==> config.mk <==
export PLATFORM = sky130hd
export DESIGN_NAME = assign_op_regfile
export DESIGN_NICKNAME = d
export VERILOG_FILES = /design/src/rtl/assign_op_regfile.sv
export SDC_FILE = /design/constraint.sdc
export NUM_CORES = 1
export LEC_CHECK = 0
export ABC_CLOCK_PERIOD_IN_PS = 8700
export BUFFER_PORTS_ARGS = -buffer_cell sky130_fd_sc_hd__clkbuf_2
export CORE_AREA = 2 2 176 178
export CTS_BUF_LIST = sky130_fd_sc_hd__clkbuf_8
export CTS_CLUSTER_DIAMETER = 80
export DETAILED_ROUTE_END_ITERATION = 6
export DIE_AREA = 0 0 178 180
export HOLD_SLACK_MARGIN = 0.06
export SLEW_MARGIN = 0
export SYNTH_ARGS = -nofsm -noshare
export SYNTH_HDL_FRONTEND = slang
export SYNTH_SLANG_ARGS = --single-unit
==> constraint.sdc <==
create_clock -name clk -period 8.7 [get_ports clk]
set_clock_uncertainty 0.1 [all_clocks]
set_input_delay 2.175 -clock clk [delete_from_list [all_inputs] [get_ports clk]]
set_output_delay 2.175 -clock clk [all_outputs]
set_load 0.01 [all_outputs]
==> src/rtl/assign_op_regfile.sv <==
// assign_op_regfile: register array applying assignment operators per transaction; `<<=`/`>>=` legal only with ASSIGN_OP_REGFILE_SHIFT_EN
module assign_op_regfile #(
  parameter int WIDTH = 32,
  parameter int DEPTH = 4,
  parameter int IDXW = (DEPTH > 1) ? $clog2(DEPTH) : 1
) (
  input  logic             clk,
  input  logic             rst,
  input  logic             in_valid,
  output logic             in_ready,
  input  logic [2:0]       in_op,
  input  logic [IDXW-1:0]  in_idx,
  input  logic [WIDTH-1:0] in_data,
  output logic             out_valid,
  input  logic             out_ready,
  output logic [WIDTH-1:0] out_value,
  output logic [WIDTH-1:0] out_old,
  output logic [IDXW-1:0]  out_idx,
  output logic             out_err
);
  logic [WIDTH-1:0] mem_q [DEPTH];
  logic [WIDTH-1:0] mem_d [DEPTH];
  logic out_valid_q, out_valid_d, out_err_q, out_err_d;
  logic [WIDTH-1:0] out_value_q, out_value_d, out_old_q, out_old_d;
  logic [IDXW-1:0] out_idx_q, out_idx_d;
  logic accept, hit, op_ok;
  logic [WIDTH-1:0] cur, sh, res, val;
  assign in_ready = !out_valid_q || out_ready;
  assign accept = in_valid && in_ready;
  assign out_valid = out_valid_q;
  assign out_value = out_value_q;
  assign out_old = out_old_q;
  assign out_idx = out_idx_q;
  assign out_err = out_err_q;
  always_comb begin
    cur = '0;
    hit = 1'b0;
    for (int i = 0; i < DEPTH; i++)
      if (in_idx == IDXW'(i)) begin
        cur = mem_q[i];
        hit = 1'b1;
      end
`ifdef ASSIGN_OP_REGFILE_SHIFT_EN
    sh = (in_data >= WIDTH'(WIDTH)) ? '0 : in_op[0] ? cur >> in_data : cur << in_data;
    op_ok = 1'b1;
`else
    sh = '0;
    op_ok = in_op[2:1] != 2'b11;
`endif
    res = in_op == 3'd0 ? in_data :
          in_op == 3'd1 ? cur + in_data :
          in_op == 3'd2 ? cur - in_data :
          in_op == 3'd3 ? cur & in_data :
          in_op == 3'd4 ? cur | in_data :
          in_op == 3'd5 ? cur ^ in_data : sh;
    val = !hit ? '0 : op_ok ? res : cur;
    mem_d = mem_q;
    for (int i = 0; i < DEPTH; i++)
      if (accept && hit && op_ok && in_idx == IDXW'(i)) mem_d[i] = res;
    out_valid_d = accept || (out_valid_q && !out_ready);
    out_value_d = accept ? val : out_value_q;
    out_old_d = accept ? cur : out_old_q;
    out_err_d = accept ? !(hit && op_ok) : out_err_q;
    out_idx_d = accept ? in_idx : out_idx_q;
  end
  always_ff @(posedge clk) begin
    if (rst) begin
      for (int i = 0; i < DEPTH; i++) mem_q[i] <= '0;
      out_valid_q <= 1'b0;
      out_value_q <= '0;
      out_old_q <= '0;
      out_idx_q <= '0;
      out_err_q <= 1'b0;
    end else begin
      mem_q <= mem_d;
      out_valid_q <= out_valid_d;
      out_value_q <= out_value_d;
      out_old_q <= out_old_d;
      out_idx_q <= out_idx_d;
      out_err_q <= out_err_d;
    end
  end
endmodule
* After elaboration in Yosys (flattened, before gate mapping)
Index checks and enable logic that the tools add are counted.
** Word-level totals
- Register bits :: 196
- Latch bits :: 0
- RAM bits :: 0
- ROM bits :: 0
- Bits of input ports :: 41
- Output and inout bits :: 69
- Word-level logic and storage cells :: 55
- Memories :: 0
** Cells by class
- Add/sub/neg operators :: 2
- Multiply operators :: 0
- Div/mod/pow operators :: 0
- Magnitude comparators :: 0
- Equal/unequal tests :: 9
- Shift-type cells :: 0
- Multiplexer cells :: 16
- Bitwise operators :: 3
- Reductions and logical operators :: 16
** Operators with widths (number)
- 2-to-1 mux 32 bit :: 12
- adder 32 bit :: 1
- bitwise AND 32 bit :: 1
- OR 32 bit :: 1
- subtractor 32 bit :: 1
- bitwise XOR 32 bit :: 1
- logical AND 1 bit :: 9
- equality test 3 x 2 -> 1 bit (second input constant) :: 2
- equality test 3 bit (second input constant) :: 2
- equality test 2 bit (second input constant) :: 2
- 2-to-1 mux 1 bit :: 4
- equality test 3 x 1 -> 1 bit (second input constant) :: 1
- zero test 1 bit :: 3
- zero test 3 bit :: 1
- equality test 2 x 1 -> 1 bit (second input constant) :: 1
- zero test 2 bit :: 1
- logical OR 1 bit :: 2
- != test 2 bit (second input constant) :: 1

* Depth between registers and ports, before layout
- Depth after elaboration :: 14
- Mapped depth :: 17
- Gate-level depth less buffers :: 15

* Worst setup path before layout
No wires, ideal clock.
- Kind :: input port to flip-flop
- From :: input port in_idx[1]
- To :: register mem_q[50] (netlist name)
- Setup time :: 0.137 ns
- Arrival time :: 6.019 ns
- Data required time :: 8.463 ns
- Slack :: 2.444 ns
- Stages on the path :: 16
- Path buffers :: 2
- Cells stage by stage :: buf_2 > clkbuf_1 > mux4_2 > inv_1 > ha_1 > inv_1 > fa_1 > a21o_1 > a221o_1 > a311oi_2 > o41ai_2 > a211oi_2 > a221o_1 > o21ai_2 > a32oi_2 > a211oi_1
** On the way
- Elaborated cells on any way between the ends :: 26
- Those cells by class :: add/sub (2); eq/ne (3); mux (14); bitwise (3); reduce/logical (4)
** RTL lines
- start: declaration :: line 12 : input logic [IDXW-1:0] in_idx,
- zero test 2 bit :: line 39 : if (in_idx == IDXW'(i)) begin
- 2-to-1 mux 32 bit (3 in series) :: line 39
- 2-to-1 mux 32 bit (*) :: line 39
- via cur[0] :: line 27 : logic [WIDTH-1:0] cur, sh, res, val;
- subtractor 32 bit :: line 52 : in_op == 3'd2 ? cur - in_data :
- 2-to-1 mux 32 bit :: line 52
- 2-to-1 mux 32 bit (*) :: line 51 : in_op == 3'd1 ? cur + in_data :
- 2-to-1 mux 32 bit (*) :: line 50 : res = in_op == 3'd0 ? in_data :
- end signal: assignment :: line 75 : mem_q <= mem_d;
- end: declaration :: line 21 : logic [WIDTH-1:0] mem_q [DEPTH];
Mark *: on every way through the listed nets, which the timed path passes. The rest lies on a longest branch.
A chain may end at the register's enable or synchronous reset.

* Worst setup path in the final report
- From :: input port in_idx[1]
- To :: register mem_q[63] (netlist name)
The elaborated chain is that of the path after synthesis.

==> metrics <==
Die Height=180 um; Post-synth ARST share=0%; Initial Util=between 40% and 50%; Synth Area in XOR/XNOR=1.31%; Vias=13300; largest family of logic cells by synthesized area=compound AO/OA/AOI/OAI gates; startpoint types=input pin; post-CTS setup buffers=0; Routability Congestion=0.975; endpoints failing setup=0; cell row count=64; CTS Buf Count=17; CP max stage delay=0.68 ns; CORE AREA=0.0302 mm2; Fmax achieved=0.150 GHz; largest area contributor in the netlist=dfxtp_1; Unique masters post-synth=79; initial antenna violation count=0; grt ovf=0; synthesized flop and latch total=slightly below 200; die area=approximately 0.032 mm2; latest clock arrival within the worst-skew pair=0.49 ns; crit-path max FO=25; first-pass GRT wire length=71.7 mm; mux cell area share after synthesis=~7.9%; hold-fix buffers at CTS=0; share of cells above drive strength 1=between 10% and 20%; CTS root buf=clkbuf_8; DRC Markers=0; CP Class=input pin to flop; detailed placement HPWL=33.8 mm; hold path depth=2; post-CTS sizing=0; Peak VDD IR=87.9 uV; largest net degree at the start of global routing=85; worst reg2reg path depth=12; CP required=8.92 ns; Hold Vio Cnt, Final=0; placed cells=2141; Leak Pwr=roughly 5.9 nW; final worst path period share=76.7%; ys flop type=dfxtp_1; total power=2.07 mW; Area contributors post-synth=dfxtp_1, ha_1, a21oi_1; Mapped Cells=about 1700; Finished Cell Area=0.0144 mm2; CP cell instances=clkbuf_2 > buf_4 > mux4_2 > ha_1 > inv_1 > o31a_1 > or2_2 > o211ai_1 > nor2_1 > o41ai_1 > or3_1 > nand2_1 > nor3_1 > a211oi_1; Worst slew margin=18.8%; multi-input logic area=roughly 0.0085 mm2; EDFF count, synth=0; P&R area growth vs syn=8.19%; Cell Area, Synth=between 0.01 and 0.015 mm2; max-slew violations=0; clock transition at the registers of the reported paths=0.10 ns; Max Buffers Root-to-Sink=2; gr usage total=29.0%; YS warnings=0; Storage cell area=0.00392 mm2; I/O Buffers=109; setup TNS=0 ns; WL final=46.8 mm; per-cell routed wire length=~22 um; ant diodes=0; clock sinks=196; Syn Nets=approximately 1900; First-pass DRT Iterations=5; num ports=110; slew of the pin with the lowest slew margin=1.21 ns; maxcap violations=0; fin cells=~2200; Yosys top cell area share=29.4%; RSZ-0062 raised after global routing=false; simple-gate portion of the synthesized area=between 15 and 20%; status=complete, no violations; die width=178 um; post-synthesis compound-gate area fraction=27.8%; Clock H-tree levels=4; Tmin final=about 6.7 ns; Worst Path Arrival=6.90 ns; # fillers=3005; Max stage delay cell, worst path=clkbuf_2; placed inst area=0.0141 mm2; vias in the first global route=12200; final hold slack=0.362 ns; sequential area share after synthesis=between 20% and 30%; Power Density=144 mW/mm2; syn avg cell area=about 7.7 um2; Vias/cell=6.10; CP Capture Type=flop; CTS tree=done; Routed Antenna Nets=0; fin nets=1904; drt first-iter violations=1403; Post-Synth Adder-Cell Area=9.39%; hold crit path type=flop to flop
logic make-up (layout without fill, tap and decap cells):
family / after synthesis / after routing
xor+xnor: 20 / 20
compound gates: 598 / 598
fa+ha+maj: 99 / 99
simple gates: 531 / 531
buf+inv: 234 / 270
mux: 63 / 63
flops: 196 / 196
critical path: cells and delay by family:
kind	cells	cell delay, ns
buffers and inverters	3	1.34
AO/OA/AOI/OAI	4	1.11
AND/OR/NAND/NOR	5	1.11
multiplexers	1	0.63
adder cells (fa/ha/maj)	1	0.52
cell usage after synthesis (8+ instances only):
| cell type | n |
|---|---|
| a211oi_1 | 53 |
| xnor2_1 | 18 |
| mux4_2 | 33 |
| o22ai_1 | 16 |
| ha_1 | 97 |
| nand3_1 | 22 |
| nand2_1 | 202 |
| a22oi_1 | 12 |
| nor3_1 | 36 |
| o31ai_1 | 10 |
| o221ai_1 | 10 |
| clkbuf_1 | 94 |
| buf_2 | 22 |
| nor2_1 | 193 |
| mux2_2 | 8 |
| a21oi_1 | 228 |
| a21o_1 | 24 |
| buf_1 | 10 |
| and3_1 | 19 |
| o21ai_0 | 133 |
| nand2b_1 | 9 |
| dfxtp_1 | 196 |
| inv_1 | 101 |
| a31oi_1 | 15 |
| nor2b_1 | 13 |
| mux2i_1 | 22 |
placed cells by master, fill, tap and decap left out, drive strengths merged, types with 15 or more instances in the layout:
| cell | count |
|---|---|
| nor2 | 194 |
| ha | 97 |
| xnor2 | 18 |
| mux4 | 33 |
| nand2 | 202 |
| clkbuf | 125 |
| dfxtp | 196 |
| nor3 | 36 |
| a21o | 24 |
| o22ai | 16 |
| a21oi | 231 |
| o21ai | 137 |
| a211oi | 56 |
| nand3 | 22 |
| and3 | 19 |
| a31oi | 15 |
| buf | 25 |
| inv | 110 |
| mux2i | 22 |
through the flow:
stage | worst slack [ns] | util (%)
4_1_cts | 2.03 | 47.8
6_report | 2.03 | 47.8
5_1_grt | 1.76 | 47.8
3_3_place_gp | 1.54 | 46.6
3_5_place_dp | 1.52 | 46.6
2_1_floorplan | 2.44 | -
cell type report:
type,count,area share (%)
multi-input combinational,1311,59.1
tap,396,3.43
clock inverter,15,0.875
clock buffer,17,1.62
inverter,105,2.73
sequential,196,27.2
timing repair buffer,133,5.04
worst paths after layout:
check | start | end | slack (ns)
min | out_old[29]$_SDFFE_PP0P_ | out_old[29]$_SDFFE_PP0P_ | 0.36
min reg2reg | out_old[29]$_SDFFE_PP0P_ | out_old[29]$_SDFFE_PP0P_ | 0.36
max | in_idx[1] | mem_q[63]$_SDFFE_PP0P_ | 2.03
max reg2reg | mem_q[10]$_SDFFE_PP0P_ | out_value[26]$_SDFFE_PP0P_ | 4.31
where the power goes:
| group | switching (mW) | leakage (nW) | internal [mW] |
|---|---|---|---|
| logic | 0.379 | 4.13 | 0.182 |
| registers | 0.0234 | 1.60 | 0.937 |
| clock network | 0.349 | 0.173 | 0.205 |
metal layers:
metal,GRT usage (%),routed length [um],vias to the layer above
li1,-,-,6222
met1,41.3,20800,6389
met2,43.6,20700,544
met3,5.31,3750,97
met4,10.7,1620,0
met5,0,0,-
registers in the layout (all words and copies together), names as in the netlist:
| register | cells |
|---|---|
| mem_q | 128 |
| out_err | 1 |
| out_idx | 2 |
| out_old | 32 |
| out_valid | 1 |
| out_value | 32 |
(Power assumes the default switching activity.)
